===== src/rtl/fib_lookup.sv =====
// fib_lookup: FIB stage behind the PIT. It absorbs an interest name, hashes
// every '/'-delimited prefix, and probes an external FIB memory
// longest-prefix-first. It reports the egress port or a miss.
module fib_lookup #(
  parameter int          ADDR_W   = 10,
  parameter int          MAX_LEN  = 32,
  parameter int          MAX_COMP = 4,
  parameter logic [7:0]  DELIM    = 8'h2F
) (
  input  logic              clk,
  input  logic              reset,
  input  logic              fib_in,
  input  logic [7:0]        name_byte,
  input  logic              name_valid,
  input  logic              name_last,
  output logic [ADDR_W-1:0] mem_address,
  output logic              mem_rd,
  input  logic [11:0]       read_data,
  output logic [2:0]        out_port,
  output logic              fib_hit,
  output logic              fib_miss,
  output logic              busy
);

  localparam int CNT_W = $clog2(MAX_LEN + 2);
  localparam int SP_W  = $clog2(MAX_COMP + 1);
  localparam int IDX_W = (MAX_COMP > 1) ? $clog2(MAX_COMP) : 1;

  typedef enum logic [2:0] {IDLE, COLLECT, PROBE, CHECK, DONE} state_t;

  state_t            state;
  logic [ADDR_W-1:0] hash;
  logic [7:0]        tag;
  logic [CNT_W-1:0]  count;
  logic [SP_W-1:0]   sp;
  logic              ovf;
  logic [ADDR_W-1:0] stk_hash [MAX_COMP];
  logic [7:0]        stk_tag  [MAX_COMP];

  logic [ADDR_W-1:0] hash_upd;
  logic [7:0]        tag_upd;
  logic [CNT_W-1:0]  count_upd;
  logic              ovf_upd;
  logic              push_pre;
  logic              push_post;
  logic              do_push;
  logic [ADDR_W-1:0] push_hash;
  logic [7:0]        push_tag;
  logic [IDX_W-1:0]  push_slot;
  logic [SP_W-1:0]   sp_push;
  logic [SP_W-1:0]   sp_after;
  logic [IDX_W-1:0]  top_idx;
  logic [IDX_W-1:0]  below_idx;
  logic [ADDR_W-1:0] top_hash_after;
  logic              entry_hit;

  // Per-byte hash/tag update, snapshot selection and probe-match decode
  always_comb begin
    hash_upd  = {hash[ADDR_W-2:0], hash[ADDR_W-1]} ^ {{(ADDR_W-8){1'b0}}, name_byte};
    tag_upd   = tag + name_byte;
    count_upd = (count == CNT_W'(MAX_LEN + 1)) ? count : count + CNT_W'(1);
    ovf_upd   = ovf | (count_upd > CNT_W'(MAX_LEN));
    // A delimiter closes the prefix seen so far; the final non-delimiter
    // byte closes the full name.
    push_pre  = (name_byte == DELIM) && (count != '0);
    push_post = name_last && (name_byte != DELIM);
    do_push   = push_pre | push_post;
    push_hash = push_pre ? hash : hash_upd;
    push_tag  = push_pre ? tag  : tag_upd;
    // When full, overwrite the top so the longest prefix stays on top.
    push_slot = (sp == SP_W'(MAX_COMP)) ? IDX_W'(MAX_COMP - 1) : IDX_W'(sp);
    sp_push   = (sp == SP_W'(MAX_COMP)) ? sp : sp + SP_W'(1);
    sp_after  = do_push ? sp_push : sp;
    top_idx   = IDX_W'(sp - SP_W'(1));
    below_idx = IDX_W'(sp - SP_W'(2));
    top_hash_after = do_push ? push_hash : stk_hash[top_idx];
    entry_hit = read_data[11] && (read_data[10:3] == stk_tag[top_idx]);
  end

  // Lookup FSM with registered memory strobe and result outputs
  always_ff @(posedge clk or posedge reset) begin
    if (reset) begin
      state       <= IDLE;
      hash        <= '0;
      tag         <= '0;
      count       <= '0;
      sp          <= '0;
      ovf         <= 1'b0;
      mem_address <= '0;
      mem_rd      <= 1'b0;
      out_port    <= '0;
      fib_hit     <= 1'b0;
      fib_miss    <= 1'b0;
      busy        <= 1'b0;
      for (int i = 0; i < MAX_COMP; i++) begin
        stk_hash[i] <= '0;
        stk_tag[i]  <= '0;
      end
    end else begin
      mem_rd   <= 1'b0;
      fib_hit  <= 1'b0;
      fib_miss <= 1'b0;
      case (state)
        IDLE: begin
          if (fib_in) begin
            state <= COLLECT;
            busy  <= 1'b1;
            hash  <= '0;
            tag   <= '0;
            count <= '0;
            sp    <= '0;
            ovf   <= 1'b0;
          end
        end
        COLLECT: begin
          if (name_valid) begin
            hash  <= hash_upd;
            tag   <= tag_upd;
            count <= count_upd;
            ovf   <= ovf_upd;
            if (do_push) begin
              stk_hash[push_slot] <= push_hash;
              stk_tag[push_slot]  <= push_tag;
              sp                  <= sp_push;
            end
            if (name_last) begin
              // Overlong or prefix-less names miss without touching memory.
              if (ovf_upd || (sp_after == '0)) begin
                state    <= DONE;
                fib_miss <= 1'b1;
              end else begin
                state       <= PROBE;
                mem_rd      <= 1'b1;
                mem_address <= top_hash_after;
              end
            end
          end
        end
        PROBE: begin
          state <= CHECK;
        end
        CHECK: begin
          if (entry_hit) begin
            out_port <= read_data[2:0];
            fib_hit  <= 1'b1;
            state    <= DONE;
          end else if (sp > SP_W'(1)) begin
            sp          <= sp - SP_W'(1);
            mem_address <= stk_hash[below_idx];
            mem_rd      <= 1'b1;
            state       <= PROBE;
          end else begin
            fib_miss <= 1'b1;
            state    <= DONE;
          end
        end
        DONE: begin
          state <= IDLE;
          busy  <= 1'b0;
        end
        default: begin
          state <= IDLE;
          busy  <= 1'b0;
        end
      endcase
    end
  end

endmodule

===== config.mk =====
export PLATFORM = sky130hd
export DESIGN_NAME = fib_lookup
export DESIGN_NICKNAME = d
export VERILOG_FILES = /design/src/rtl/fib_lookup.sv
export SDC_FILE = /design/constraint.sdc
export NUM_CORES = 1
export LEC_CHECK = 0
export BUFFER_PORTS_ARGS = -buffer_cell sky130_fd_sc_hd__buf_2
export CAP_MARGIN = 0
export CORE_ASPECT_RATIO = 0.6
export CORE_MARGIN = 2
export CORE_UTILIZATION = 58
export CTS_BUF_LIST = sky130_fd_sc_hd__clkbuf_16
export DETAILED_ROUTE_END_ITERATION = 10
export MAX_ROUTING_LAYER = met4
export PLACE_DENSITY = 0.76
export SYNTH_ARGS = -nofsm -noshare
export SYNTH_HDL_FRONTEND = slang
export SYNTH_SLANG_ARGS = --single-unit

===== constraint.sdc =====
create_clock -name clk -period 5.79 [get_ports clk]
set_input_delay 0.579 -clock clk [delete_from_list [all_inputs] [get_ports clk]]
set_output_delay 0.579 -clock clk [all_outputs]
set_load 0.05 [all_outputs]

==> results of run 1 <==
[layer usage]
| metal | global-route usage [%] | wire, um |
|---|---|---|
| met4 | 9.64 | 305 |
| met2 | 43.7 | 7180 |
| met5 | - | 0 |
| met3 | 6.76 | 951 |
| met1 | 40.2 | 7290 |
[stage by stage]
stage | hold slack (ps) | power, mW | instance area (um2) | setup slack [ps]
floorplan | 442 | 2.55 | 6500 | 2030
global placement | 457 | 2.89 | 6830 | 2360
detailed placement | 471 | 2.97 | 6830 | 2230
CTS | 301 | 4.09 | 7430 | 2170
global route | 329 | 4.35 | 7430 | 1920
finish | 276 | 4.10 | 7430 | 2110
[flip-flops by register name (all words and copies together) (netlist names)]
signal       flops
mem_address     10
state            3
hash            10
sp               3
stk_hash        40
mem_rd           1
count            6
ovf              1
stk_tag         32
busy             1
fib_miss         1
out_port         3
tag              8
fib_hit          1
[final cells by class]
| type | instances | area [um2] | area share (%) |
|---|---|---|---|
| clock buffer | 17 | 425 | 5.72 |
| timing repair buffer | 52 | 288 | 3.87 |
| clock inverter | 15 | 183 | 2.46 |
| inverter | 25 | 96.3 | 1.30 |
| sequential | 120 | 3000 | 40.4 |
| multi-input combinational | 441 | 3260 | 43.9 |
| tap | 139 | 174 | 2.34 |
[cell usage in the layout, fill, tap and decap left out, types with 17 or more instances in the layout]
cell         n
a22o_1      17
nand2_1    100
nor2_1      25
ha_1        17
clkbuf_16   17
mux4_2      18
xnor2_1     18
inv_1       24
dfrtp_1    120
o21ai_0     98
buf_2       41
mux2i_1     39
[cell families after synthesis]
group / Yosys count / synth area share, %
fa+ha+maj: 18 / 3.58
compound gates: 153 / 14.0
buf+inv: 60 / 3.93
mux: 79 / 17.3
xor+xnor: 29 / 3.91
simple gates: 162 / 11.0
flops: 120 / 46.2
[critical path: cells and delay by family (launching register included)]
family	cells	cell delay (ps)
multiplexers	3	1100
AND/OR/NAND/NOR	3	830
adder cells (fa/ha/maj)	1	640
buffers and inverters	2	530
flip-flops	1	360
XOR/XNOR	1	110
[where the power goes]
group	leakage (nW)	switching (mW)	total (mW)	internal, mW
sequential	1.58	0.231	1.37	1.14
combinational	1.57	0.983	1.63	0.649
clock	0.291	0.381	1.09	0.712
[worst paths after layout]
path | startpoint | end | slack (ps) | depth (start not counted)
worst max register to register | sp[1]$_DFFE_PP0P_ | mem_address[3]$_DFFE_PP0P_ | 2110 | 10
worst min-delay path | reset | mem_address[3]$_DFFE_PP0P_ | 280 | 2
min in group clk | read_data[2] | out_port[2]$_DFFE_PP0P_ | 400 | 2
max in group asynchronous | reset | stk_hash[8]$_DFFE_PP0P_ | 4140 | 3
worst min register to register | stk_tag[2]$_DFFE_PP0P_ | stk_tag[2]$_DFFE_PP0P_ | 480 | 2
worst max-delay path | sp[1]$_DFFE_PP0P_ | mem_address[3]$_DFFE_PP0P_ | 2110 | 10
==> run_results.csv, run 1 <==
group,metric,value,unit
synth,synth_commonest_cells,"dfrtp_1, nand2_1, o21ai_0, mux2i_1",
synth,avgSynthCellArea,10.5,um2
synth,syn-instance-count,621,
synth,synth-edff-count,0,
timing,finalCritPeriodShare,63.5,%
placement,io_buffer_count,41,
timing,setup_viol,0,
global_route,grt_pass1_vias,5129,
cells_and_area,diodes,0,
power_and_ir_drop,ir_worst_vdd,0.294,mV
cells_and_area,area_growth,14.4,%
clock_network,clkLatencyLatePin,410,ps
worst_setup_path,max_stage_delay,640,ps
synth,async_flop_share,100,%
clock_network,postCtsSetupBuffers,0,
worst_setup_path,end_kind,"flop",
worst_setup_path,startpoint_type,"flop",
cells_and_area,nFillCells,790,
timing,hold_viol,0,
global_route,grt_util_all_layers,29.3,%
placement,dp.final_hpwl,10.6,mm
worst_setup_path,setup.worst_path.class,"flop to flop",
global_route,antenna_found_initial,0,
synth,yosys-top-cells-area,"dfrtp_1, o21ai_0, mux4_2",
timing,rsz0062_at_grt,"no",
cells_and_area,utilization,69.2,%
synth,yosys_warnings,0,
synth,ys_ff_latch,120,
timing,setup_tns,0,ps
global_route,overflow,0,
detailed_routing,drc,0,
clock_network,cts_root_buffer,"clkbuf_16",
cells_and_area,drive_gt1_share,18.5,%
clock_network,cts.sinks,120,
synth,synth.most_common_cell,"dfrtp_1",
synth,synth.distinct_cells,49,
timing,period_needed,3680,ps
floorplanning,ioPinCount,42,
synth,synth_top_cell_area_share,46.2,%
detailed_routing,num_vias,5014,
worst_setup_path,crit_chain,"inv_1 > ha_1 > buf_4 > mux2i_1 > xnor2_1 > nor4_1 > mux2_2 > nand3_1 > nand3_1 > mux2_2",
clock_network,clock_path_buffers,2,
detailed_routing,drtIter0Drc,611,
cells_and_area,finalNonFillerCells,809,
hold_path,holdCritPathClass,"input pin to async pin",
clock_network,postCtsHoldBufs,0,
floorplanning,coreArea,10700,um2
floorplanning,die_h,86,um
detailed_routing,vias_per_cell,6.20,
placement,dp_cells,777,
timing,slew_violations,0,
synth,synth_nets,664,
floorplanning,dieArea,12100,um2
synth,synth.yosys.seq_area_share,46.2,%
worst_setup_path,arrival,3960,ps
timing,tightest_slew,872,ps
timing,fin_skew,4.64,ps
cells_and_area,final_nets,700,
clock_network,cts-buffers-inserted,17,
floorplanning,initial_utilization,60.5,%
detailed_routing,routed_wl,15.7,mm
power_and_ir_drop,p_leak,3.45,nW
synth,syn-cell-area,6500,um2
synth,yosys.area.top_type,"dfrtp_1",
clock_network,path_clk_slew,50,ps
placement,gp_congestion,0.866,
run,maxCapViolations,0,
floorplanning,fp-row-count,29,
run_status,status,"finished, final reports clean",
synth,ys.flop_type,"dfrtp_1",
worst_setup_path,cp_slowest_cell,"ha_1",
timing,relSlewSlack,41.9,%
floorplanning,die_x,141,um
worst_setup_path,crit_fanout,17,
detailed_routing,drt_first_pass_iters,5,
detailed_routing,ant_nets,0,
detailed_routing,wl_per_cell,19.4,um
global_route,grt_max_degree,69,
clock_network,ctsResizeCount,0,
power_and_ir_drop,power_density,551,nW/um2
worst_setup_path,required,6080,ps
timing,max_freq,0.272,GHz
global_route,grt_pass1_wl,26.2,mm
clock_network,htree_num_levels,4,
clock_network,cts_tree,"yes",
(Power assumes the default switching activity.)
==> run 2: changes to the inputs <==
--- a/config.mk
+++ b/config.mk
@@ -9,11 +9,11 @@
 export CAP_MARGIN = 0
 export CORE_ASPECT_RATIO = 0.6
 export CORE_MARGIN = 2
-export CORE_UTILIZATION = 58
+export CORE_UTILIZATION = 55
 export CTS_BUF_LIST = sky130_fd_sc_hd__clkbuf_16
 export DETAILED_ROUTE_END_ITERATION = 10
 export MAX_ROUTING_LAYER = met4
-export PLACE_DENSITY = 0.76
+export PLACE_DENSITY = 0.75
 export SYNTH_ARGS = -nofsm -noshare
 export SYNTH_HDL_FRONTEND = slang
 export SYNTH_SLANG_ARGS = --single-unit
==> constraint.sdc (replaced) <==
create_clock -name clk -period 3.37 [get_ports clk]
set_input_delay 0.337 -clock clk [delete_from_list [all_inputs] [get_ports clk]]
set_output_delay 0.337 -clock clk [all_outputs]
set_load 0.05 [all_outputs]
==> run_results.csv, run 2 (same netlist as run 1, synthesis figures left out) <==
group,metric,value,unit
placement,dp.final_hpwl,10.8,mm
cells_and_area,regMostFlops,"stk_hash",
timing,relSlewSlack,46.2,%
detailed_routing,wl_per_cell,18.5,um
global_route,grt_pass1_wl,25.5,mm
clock_network,postCtsHoldBufs,0,
timing,finalCritPeriodShare,90.5,%
power_and_ir_drop,ir_worst_vdd,0.475,mV
global_route,grt_util_all_layers,27.6,%
cells_and_area,top_regs,"stk_hash x40, stk_tag x32",
detailed_routing,drc,0,
floorplanning,coreArea,11400,um2
worst_setup_path,crit_chain,"inv_1 > ha_1 > buf_4 > mux2i_1 > xor2_1 > nor2_1 > a211oi_4 > nand3_1 > nand3_2 > mux2_2",
cells_and_area,diodes,0,
worst_setup_path,r2r_cells,10,
global_route,grt_pass1_vias,4990,
global_route,grt_max_degree,46,
detailed_routing,num_vias,4993,
cells_and_area,design_area,7540,um2
run_status,status,"finished, final reports clean",
global_route,met1_usage,37.3,%
worst_setup_path,startpoint_type,"flop",
cells_and_area,area_growth,16.1,%
floorplanning,die_h,88.2,um
global_route,grtUsageMet3,7.11,%
worst_setup_path,end_kind,"flop",
clock_network,path_clk_slew,60,ps
clock_network,clock_path_buffers,2,
detailed_routing,routed_wl,15.5,mm
placement,gp_congestion,0.897,
power_and_ir_drop,power_density,941,nW/um2
power_and_ir_drop,p_leak,3.50,nW
worst_setup_path,r2r_slack,320,ps
cells_and_area,drive_gt1_share,19.5,%
clock_network,cts_tree,"yes",
clock_network,clkLatencyLatePin,420,ps
timing,slew_violations,0,
detailed_routing,drtIter0Drc,388,
hold_path,holdCritPathClass,"input pin to async pin",
worst_setup_path,crit_buf_inv,2,
placement,io_buffer_count,41,
cells_and_area,layout_commonest_cell,"dfrtp_1",
worst_setup_path,setup.worst_path.class,"flop to flop",
floorplanning,die_x,144,um
clock_network,htree_num_levels,4,
global_route,grt_use_met2,40.6,%
timing,period_needed,3050,ps
detailed_routing,vias_per_cell,5.97,
worst_setup_path,r2r_start,"sp[1]$_DFFE_PP0P_",
timing,max_freq,0.328,GHz
cells_and_area,nFillCells,884,
global_route,antenna_found_initial,0,
clock_network,postCtsSetupBuffers,0,
worst_setup_path,critPathTopFamily,"multiplexers",
worst_setup_path,cp_slowest_cell,"ha_1",
clock_network,cts-buffers-inserted,17,
floorplanning,dieArea,12700,um2
worst_setup_path,required,3670,ps
worst_setup_path,arrival,3350,ps
cells_and_area,largest_register_ffs,40,
clock_network,cts_root_buffer,"clkbuf_16",
worst_setup_path,max_stage_delay,440,ps
detailed_routing,drt_first_pass_iters,5,
floorplanning,initial_utilization,57.0,%
timing,setup_tns,0,ps
global_route,overflow,0,
worst_setup_path,crit_fanout,11,
cells_and_area,final_cell_mix,"dfrtp_1, nand2_1, o21ai_0",
cells_and_area,finalNonFillerCells,837,
timing,fin_skew,9.66,ps
timing,setup_viol,0,
detailed_routing,ant_nets,0,
placement,dp_cells,805,
timing,tightest_slew,805,ps
run,maxCapViolations,0,
placement,dpl_cell_area,6910,um2
clock_network,cts.sinks,120,
timing,hold_viol,0,
worst_setup_path,rr_endpoint,"mem_address[8]$_DFFE_PP0P_",
cells_and_area,final_nets,707,
floorplanning,ioPinCount,42,
timing,rsz0062_at_grt,"no",
global_route,top_usage_layer,"met2",
floorplanning,fp-row-count,30,
-- run 2: changes by cell type in the layout (fill, tap and decap cells not counted) --
cell / before / now
buf_4: 11 / 18
inv_1: 24 / 25
nand3_1: 11 / 10
inv_4: 1 / 0
clkinv_2: 4 / 3
bufinv_16: 4 / 5
nand3_2: 0 / 1
clkinv_4: 0 / 2
inv_6: 1 / 0
clkinv_1: 3 / 2
-- run 2: worst max-delay path by stage --
stage,from,end,slack [ps],depth (start not counted)
after CTS,sp[1]$_DFFE_PP0P_,mem_address[9]$_DFFE_PP0P_,120,10
after floorplan,sp[0]$_DFFE_PP0P_,mem_address[0]$_DFFE_PP0P_,400,13
after global routing,sp[1]$_DFFE_PP0P_,mem_address[0]$_DFFE_PP0P_,140,10
after detailed placement,sp[1]$_DFFE_PP0P_,mem_address[9]$_DFFE_PP0P_,180,10
final,sp[1]$_DFFE_PP0P_,mem_address[8]$_DFFE_PP0P_,320,10
after global placement,sp[1]$_DFFE_PP0P_,mem_address[1]$_DFFE_PP0P_,380,10
-- run 2: area by class of cell --
type	count	area, um2	area share [%]
sequential	120	3000	39.8
timing repair buffer	59	340	4.51
multi-input combinational	441	3270	43.3
clock buffer	17	425	5.64
inverter	25	97.6	1.29
tap	160	200	2.65
clock inverter	15	209	2.77
-- run 2: through the flow --
| step | hold slack [ps] | setup WS (ps) | utilization (%) | total power [mW] |
|---|---|---|---|---|
| floorplan | 442 | 402 | - | 4.39 |
| global placement | 463 | 379 | 60.5 | 4.97 |
| detailed placement | 471 | 180 | 60.5 | 5.12 |
| CTS | 56.2 | 123 | 66.1 | 7.11 |
| global route | 78.3 | 140 | 66.1 | 7.53 |
| finish | 31.4 | 321 | 66.1 | 7.10 |
-- run 2: repair_timing --
item / CTS / global route
setup endpoints to repair: 0 / 10
resized for setup: 0 / 1
hold endpoints to repair: 0 / 0
-- run 2: routing by layer --
| metal | vias up | share of wire [%] |
|---|---|---|
| li1 | 2300 | - |
| met4 | 0 | 1.7 |
| met2 | 189 | 45 |
| met1 | 2477 | 46 |
| met3 | 27 | 7.4 |
| met5 | - | 0 |
-- run 2: power by group --
| group | switching [mW] | internal (mW) |
|---|---|---|
| registers | 0.398 | 1.96 |
| logic | 1.65 | 1.14 |
| clock network | 0.654 | 1.30 |
